File: src/rtl/fetch_pkg.sv
// Shared types and constants for the instruction fetch unit and its queue.
package fetch_pkg;

  // Fetch control states
  typedef enum logic [1:0] {
    ST_BOOT = 2'd0,
    ST_RUN  = 2'd1,
    ST_HALT = 2'd2
  } fetch_state_t;

  // Byte distance between consecutive instruction words
  localparam logic [31:0] PC_INCR = 32'd4;

  // Byte address to word index shift
  localparam int WORD_SHIFT = 2;

  // One fetched instruction together with the byte address it came from
  typedef struct packed {
    logic [31:0] pc;
    logic [31:0] instr;
  } fetch_entry_t;

endpackage

File: src/rtl/instruction_fetch_unit_if.sv
// Bundle of the instruction memory read port, the redirect input and the
// decode-side valid/ready handshake.
interface instruction_fetch_unit_if;

  logic [31:0] read_address;
  logic [31:0] instruction;
  logic        redirect_valid;
  logic [31:0] redirect_pc;
  logic        out_valid;
  logic        out_ready;
  logic [31:0] out_instruction;
  logic [31:0] out_pc;
  logic        fault;

  // Fetch unit side
  modport master (
    output read_address,
    output out_valid,
    output out_instruction,
    output out_pc,
    output fault,
    input  instruction,
    input  redirect_valid,
    input  redirect_pc,
    input  out_ready
  );

  // Memory / decode / branch-unit side
  modport slave (
    input  read_address,
    input  out_valid,
    input  out_instruction,
    input  out_pc,
    input  fault,
    output instruction,
    output redirect_valid,
    output redirect_pc,
    output out_ready
  );

endinterface

File: src/rtl/fetch_queue.sv
// Small circular FIFO of fetched {pc, instruction} entries with flush.
// The caller only pushes when there is room (or a pop frees a slot in the
// same cycle) and only pops when the queue is non-empty.
module fetch_queue
  import fetch_pkg::*;
#(
  parameter int DEPTH = 2,
  parameter int CW    = $clog2(DEPTH + 1)
) (
  input  logic         clk,
  input  logic         rst_n,
  input  logic         flush,
  input  logic         push,
  input  fetch_entry_t push_data,
  input  logic         pop,
  output logic [CW-1:0] count,
  output logic         full,
  output fetch_entry_t head
);

  localparam int PW = (DEPTH > 1) ? $clog2(DEPTH) : 1;

  logic [PW-1:0] wr_ptr_reg;
  logic [PW-1:0] rd_ptr_reg;
  logic [CW-1:0] count_reg;
  fetch_entry_t  slot_reg [DEPTH];

  // Pointer advance with wrap at DEPTH (DEPTH need not be a power of two)
  function automatic logic [PW-1:0] ptr_inc(input logic [PW-1:0] p);
    return (p == PW'(DEPTH - 1)) ? '0 : p + 1'b1;
  endfunction

  // Pointers and occupancy; flush empties the queue and wins over push/pop
  always_ff @(posedge clk or negedge rst_n) begin
    if (!rst_n) begin
      wr_ptr_reg <= '0;
      rd_ptr_reg <= '0;
      count_reg  <= '0;
    end else if (flush) begin
      wr_ptr_reg <= '0;
      rd_ptr_reg <= '0;
      count_reg  <= '0;
    end else begin
      if (push) wr_ptr_reg <= ptr_inc(wr_ptr_reg);
      if (pop)  rd_ptr_reg <= ptr_inc(rd_ptr_reg);
      case ({push, pop})
        2'b10:   count_reg <= count_reg + 1'b1;
        2'b01:   count_reg <= count_reg - 1'b1;
        default: count_reg <= count_reg;
      endcase
    end
  end

  // Entry storage; cleared on reset so the head reads as zero out of reset
  genvar gi;
  generate
    for (gi = 0; gi < DEPTH; gi++) begin : g_slot
      // Capture the pushed entry into the slot addressed by the write pointer
      always_ff @(posedge clk or negedge rst_n) begin
        if (!rst_n) begin
          slot_reg[gi] <= '0;
        end else if (push && !flush && (wr_ptr_reg == PW'(gi))) begin
          slot_reg[gi] <= push_data;
        end
      end
    end
  endgenerate

  assign head  = slot_reg[rd_ptr_reg];
  assign count = count_reg;
  assign full  = (count_reg == CW'(DEPTH));

endmodule

File: src/rtl/instruction_fetch_unit.sv
// Instruction fetch unit: drives the word address into a combinational
// instruction memory, queues returned words with their PC and hands them to
// decode over valid/ready. Redirects flush the queue; fetching past the end
// of memory halts with a sticky fault until the next redirect.
module instruction_fetch_unit
  import fetch_pkg::*;
#(
  parameter logic [31:0] RESET_PC    = 32'h0000_0000,
  parameter int          IMEM_WORDS  = 256,
  parameter int          QUEUE_DEPTH = 2
) (
  input  logic                       clk,
  input  logic                       rst_n,
  instruction_fetch_unit_if.master   bus
);

  localparam int          CW         = $clog2(QUEUE_DEPTH + 1);
  localparam logic [31:0] IMEM_LIMIT = 32'(IMEM_WORDS);

  fetch_state_t  state_reg, state_next;
  logic [31:0]   fetch_pc_reg, fetch_pc_next;
  logic          fault_reg, fault_next;

  logic          push;
  logic          pop;
  logic          flush;
  logic          q_full;
  logic          q_valid;
  logic [CW-1:0] q_count;
  fetch_entry_t  push_entry;
  fetch_entry_t  head_entry;

  logic [31:0]   word_index;
  logic [31:0]   redirect_target;
  logic          out_of_range;

  assign word_index      = fetch_pc_reg >> WORD_SHIFT;
  assign out_of_range    = (word_index >= IMEM_LIMIT);
  assign redirect_target = bus.redirect_pc & ~(PC_INCR - 32'd1);
  assign q_valid         = (q_count != '0);
  assign pop             = q_valid && bus.out_ready;
  assign push_entry      = '{pc: fetch_pc_reg, instr: bus.instruction};

  // State, fetch PC and sticky fault registers
  always_ff @(posedge clk or negedge rst_n) begin
    if (!rst_n) begin
      state_reg    <= ST_BOOT;
      fetch_pc_reg <= RESET_PC;
      fault_reg    <= 1'b0;
    end else begin
      state_reg    <= state_next;
      fetch_pc_reg <= fetch_pc_next;
      fault_reg    <= fault_next;
    end
  end

  // Next-state logic: redirect has priority, then range check, then push
  always_comb begin
    state_next    = state_reg;
    fetch_pc_next = fetch_pc_reg;
    fault_next    = fault_reg;
    push          = 1'b0;
    flush         = 1'b0;
    case (state_reg)
      ST_BOOT: begin
        // A redirect here only retargets the first fetch; nothing is queued yet
        state_next = ST_RUN;
        if (bus.redirect_valid) begin
          fetch_pc_next = redirect_target;
        end
      end
      ST_RUN: begin
        if (bus.redirect_valid) begin
          fetch_pc_next = redirect_target;
          flush         = 1'b1;
          fault_next    = 1'b0;
        end else if (out_of_range) begin
          state_next = ST_HALT;
          fault_next = 1'b1;
        end else if (!q_full || pop) begin
          push          = 1'b1;
          fetch_pc_next = fetch_pc_reg + PC_INCR;
        end
      end
      ST_HALT: begin
        // Queue keeps draining through pops; only a redirect resumes fetching
        if (bus.redirect_valid) begin
          fetch_pc_next = redirect_target;
          flush         = 1'b1;
          fault_next    = 1'b0;
          state_next    = ST_RUN;
        end
      end
      default: begin
        state_next = ST_BOOT;
      end
    endcase
  end

  fetch_queue #(
    .DEPTH (QUEUE_DEPTH),
    .CW    (CW)
  ) u_queue (
    .clk       (clk),
    .rst_n     (rst_n),
    .flush     (flush),
    .push      (push),
    .push_data (push_entry),
    .pop       (pop),
    .count     (q_count),
    .full      (q_full),
    .head      (head_entry)
  );

  assign bus.read_address    = word_index;
  assign bus.out_valid       = q_valid;
  assign bus.out_instruction = head_entry.instr;
  assign bus.out_pc          = head_entry.pc;
  assign bus.fault           = fault_reg;

endmodule
File: src/flat_wrapper.sv
// flat-port wrapper written by rule: the top's interface ports become plain ports
module instruction_fetch_unit_flat import fetch_pkg::*;
#(
  parameter logic [31:0] RESET_PC    = 32'h0000_0000,
  parameter int          IMEM_WORDS  = 256,
  parameter int          QUEUE_DEPTH = 2
)
  (clk, rst_n, bus_read_address, bus_out_valid, bus_out_instruction, bus_out_pc, bus_fault, bus_instruction, bus_redirect_valid, bus_redirect_pc, bus_out_ready);
  instruction_fetch_unit_if bus_i ();
  input  logic clk;
  input  logic rst_n;
  output wire logic [$bits(bus_i.read_address)-1:0] bus_read_address;
  output wire logic [$bits(bus_i.out_valid)-1:0] bus_out_valid;
  output wire logic [$bits(bus_i.out_instruction)-1:0] bus_out_instruction;
  output wire logic [$bits(bus_i.out_pc)-1:0] bus_out_pc;
  output wire logic [$bits(bus_i.fault)-1:0] bus_fault;
  input wire logic [$bits(bus_i.instruction)-1:0] bus_instruction;
  input wire logic [$bits(bus_i.redirect_valid)-1:0] bus_redirect_valid;
  input wire logic [$bits(bus_i.redirect_pc)-1:0] bus_redirect_pc;
  input wire logic [$bits(bus_i.out_ready)-1:0] bus_out_ready;
  assign bus_read_address = bus_i.read_address;
  assign bus_out_valid = bus_i.out_valid;
  assign bus_out_instruction = bus_i.out_instruction;
  assign bus_out_pc = bus_i.out_pc;
  assign bus_fault = bus_i.fault;
  assign bus_i.instruction = bus_instruction;
  assign bus_i.redirect_valid = bus_redirect_valid;
  assign bus_i.redirect_pc = bus_redirect_pc;
  assign bus_i.out_ready = bus_out_ready;
  instruction_fetch_unit #(.RESET_PC(RESET_PC), .IMEM_WORDS(IMEM_WORDS), .QUEUE_DEPTH(QUEUE_DEPTH)) u_core (.clk(clk), .rst_n(rst_n), .bus(bus_i));
endmodule
File: config.mk
export PLATFORM = sky130hd
export DESIGN_NAME = instruction_fetch_unit_flat
export DESIGN_NICKNAME = d
export VERILOG_FILES = /design/src/rtl/fetch_pkg.sv /design/src/rtl/instruction_fetch_unit_if.sv /design/src/rtl/fetch_queue.sv /design/src/rtl/instruction_fetch_unit.sv /design/src/flat_wrapper.sv
export SDC_FILE = /design/constraint.sdc
export NUM_CORES = 1
export LEC_CHECK = 0
export BUFFER_PORTS_ARGS = -buffer_cell sky130_fd_sc_hd__buf_2
export CAP_MARGIN = 10
export CORE_MARGIN = 2
export CORE_UTILIZATION = 30
export CTS_BUF_LIST = sky130_fd_sc_hd__clkbuf_4
export DETAILED_ROUTE_END_ITERATION = 16
export HOLD_SLACK_MARGIN = 0.05
export SLEW_MARGIN = 10
export SYNTH_ARGS = -nofsm -noshare
export SYNTH_HDL_FRONTEND = slang
export SYNTH_SLANG_ARGS = --single-unit
File: constraint.sdc
create_clock -name clk -period 2.1 [get_ports clk]
set_clock_uncertainty 0.2 [all_clocks]
set_input_delay 0 -clock clk [delete_from_list [all_inputs] [get_ports clk]]
set_output_delay 0 -clock clk [all_outputs]
set_load 0.02 [all_outputs]
==> out/metrics.yaml <==
detailed_routing:
  m1WireLength_mm: 11.5
  highest_layer: "met4"
  drc: 0
  wl_met3_mm: 1.28
  drt_wl_total_mm: 25.7
  avgViaCountPerCell: 4.95
  ant_nets: 0
  wire_per_inst_um: 18.8
  dr.pass1.iters: 5
  vias: 6757
  drtIter0Drc: 460
  met2_length_mm: 12.5
final_layout:
  diodes: 0
  largest_reg_flops: 124
  syn_to_final_growth_pct: 55.5
  final.fill_count: 2222
  layout.cells.non_filler: 1366
  nets: 1098
  drive_above_1_share_pct: 50.4
  final_util_pct: 47.6
synthesis:
  yosysTopAreaCell: "dfrtp_1"
  async_flop_share_pct: 100
  ys_ff_latch: 161
  synth-simple-area-share_pct: 12.1
  synth_top_family_by_area: "multiplexers"
  synth_flop_cell: "dfrtp_1"
  avgSynthCellArea_um2: 11.8
  synth_top_area_share_pct: 52.3
  synth_compound_area_share_pct: 9.74
  synth.distinct_cells: 61
  synthMuxAreaShare_pct: 20.7
  yosysWarnings: 0
  synthCells: 651
  synth_area_leaders: "dfrtp_1, mux2_2, and2_1"
  synth_area_mm2: 0.00771
  synth-edff-count: 0
  synth_xor_area_share_pct: 0.454
  yosysSeqAreaShare_pct: 52.3
  synth-adder-area-share_pct: 0.974
pwr:
  seqPwrFrac_pct: 36.4
  clkPwrFrac_pct: 17.6
  p_switching_uw: 4050
  leakage_uw: 0.00582
  combPwrFrac_pct: 46.0
  power.density_mw_per_mm2: 869
  netSwitchingFraction_pct: 38.9
  intPower_uw: 6370
  ir_drop_mv: 0.759
worst_hold_path:
  min_path_type: "input pin to register"
place:
  hpwl_mm: 14.0
  gp_congestion: 0.868
  io_buffers: 159
  dp_cells: 1193
  pre_cts_slack_ns: -0.337
clock_tree:
  clock_sinks: 161
  cts_buffer_depth: 2
  h-tree-depth: 4
  clkTransAtPathRegs_ns: 0.15
  cts_root_buf: "clkbuf_4"
  insertion_delay_ns: 0.56
  cts_tree: "done"
  numCtsBuffers: 17
die:
  die-area_mm2: 0.0270
  fp.dieW_um: 164
  start_util_pct: 30.6
  top_level_ports: 166
  die_h_um: 164
  core_mm2: 0.0252
  rows: 58
global_routing:
  grt_pass1_wl_mm: 36.2
  grt_pass1_vias: 6755
  gr-total-overflow: 0
  grt_use_total_pct: 17.3
  grt_max_degree: 59
  antenna_found_initial: 0
timing:
  max_freq_mhz: 421
  tns_ns: -24.64
  setup_violations: 156
  slew_violations: 0
  fin_crit_sh_pct: 113
  fin_crit_ns: 2.37
  setup_ws_ns: -0.275
  hold_viol: 0
  rsz0062_at_grt: "yes"
setup_path:
  crit_required_ns: 2.34
  arrival_ns: 2.61
  cp_max_fo: 6
  crit_path_end_kind: "register"
  cp-start-kind: "register"
  crit_type: "register to register"
run_status:
  violations: "negative setup slack"
  run_status: "finished, violations left"
job:
  max_cap_viol_count: 0
[worst max-delay path, cell delays in order (launching register included)]
cell	delay (ns)
dfrtp_2	0.45
nor4_4	0.31
and4_1	0.28
nand3_2	0.13
nor3_4	0.19
buf_6	0.19
clkbuf_16	0.19
mux2_4	0.30
[stage by stage]
stage	cell area, µm²	hold WS [ns]	total power, µW
final	12000	0.115	10400
after global routing	12000	0.0841	11000
after CTS	11300	0.0519	10200
after detailed placement	9620	-0.221	7830
after global placement	9620	-0.223	7810
after floorplan	7830	-0.496	5860
[placed cells by master, fill, tap and decap left out, drive strengths merged, types with 22 or more instances in the layout]
cell	count
buf	282
dfrtp	161
mux2	142
dlygate4sd3	106
nand2	38
and2	28
clkbuf	28
a21oi	24
a31oi	23
nor2b	22
[cell type report]
class                           count  area [µm²]  share of cell area (%)
Inverter                           13        51.3                   0.428
Timing Repair Buffer              397        3370                    28.1
Sequential cell                   161        4050                    33.8
Clock inverter                     12         118                   0.981
Multi-Input combinational cell    434        3840                    32.0
Clock buffer                       19         143                    1.19
Tap cell                          330         413                    3.44
[worst paths after layout]
| check | startpoint | end | slack (ns) | cells after the start |
|---|---|---|---|---|
| min in group asynchronous | rst_n | u_core.fetch_pc_reg[24] | 0.37 | 4 |
| setup / recovery | u_core.fetch_pc_reg[27] | u_core.u_queue.slot_reg[76] | -0.27 | 7 |
| hold reg to reg | u_core.u_queue.slot_reg[43] | u_core.u_queue.slot_reg[43] | 0.29 | 1 |
| max in group asynchronous | rst_n | u_core.u_queue.slot_reg[54] | 1.03 | 4 |
| setup reg to reg | u_core.fetch_pc_reg[27] | u_core.u_queue.slot_reg[76] | -0.27 | 7 |
| hold / removal | bus_redirect_pc[20] | u_core.fetch_pc_reg[20] | 0.12 | 4 |
[power groups by stage]
| stage | registers, µW | clock network (µW) | logic (µW) |
|---|---|---|---|
| 6_report | 3790 | 1830 | 4800 |
| 5_1_grt | 3840 | 2040 | 5140 |
| 4_1_cts | 3790 | 1920 | 4520 |
| 3_5_place_dp | 3810 | 0 | 4010 |
| 3_3_place_gp | 3810 | 0 | 4000 |
| 2_1_floorplan | 4340 | 0 | 1520 |
[cell usage after synthesis (7+ instances only)]
cell type  instances
a21oi_1           24
a31oi_1           23
and2_1            28
buf_2             13
clkbuf_1          24
dfrtp_1          161
inv_1             13
mux2_1             9
mux2_2           133
nand2_1           38
nand3_1           17
nor2_1            11
nor2b_1           22
nor4_1             8
o21ai_0           14
o22ai_1           12
or3_1              7
[cells by family (layout without fill, tap and decap cells)]
logic type / after synthesis / count (layout)
other: 1 / 4
XOR/XNOR: 4 / 4
adder cells (fa/ha/maj): 6 / 6
AO/OA/AOI/OAI: 114 / 114
multiplexers: 142 / 142
buffers and inverters: 59 / 441
flip-flops: 161 / 161
AND/OR/NAND/NOR: 164 / 164
[routing by layer]
layer | GRT usage, % | up-vias
met5 | 0 | -
met2 | 28.7 | 212
li1 | - | 3121
met4 | 5.46 | 0
met3 | 3.33 | 32
met1 | 22.7 | 3392
[what timing repair did]
item / 4_1_cts / 5_1_grt
gates cloned: 4 / 15
endpoints found under the hold margin: 262 / 0
hold buffers: 107 / 0
endpoints found under the setup margin: 165 / 207
setup buffers: 11 / 8
pin swaps: 15 / 10
resized for setup: 33 / 98
(Power assumes the default switching activity.)
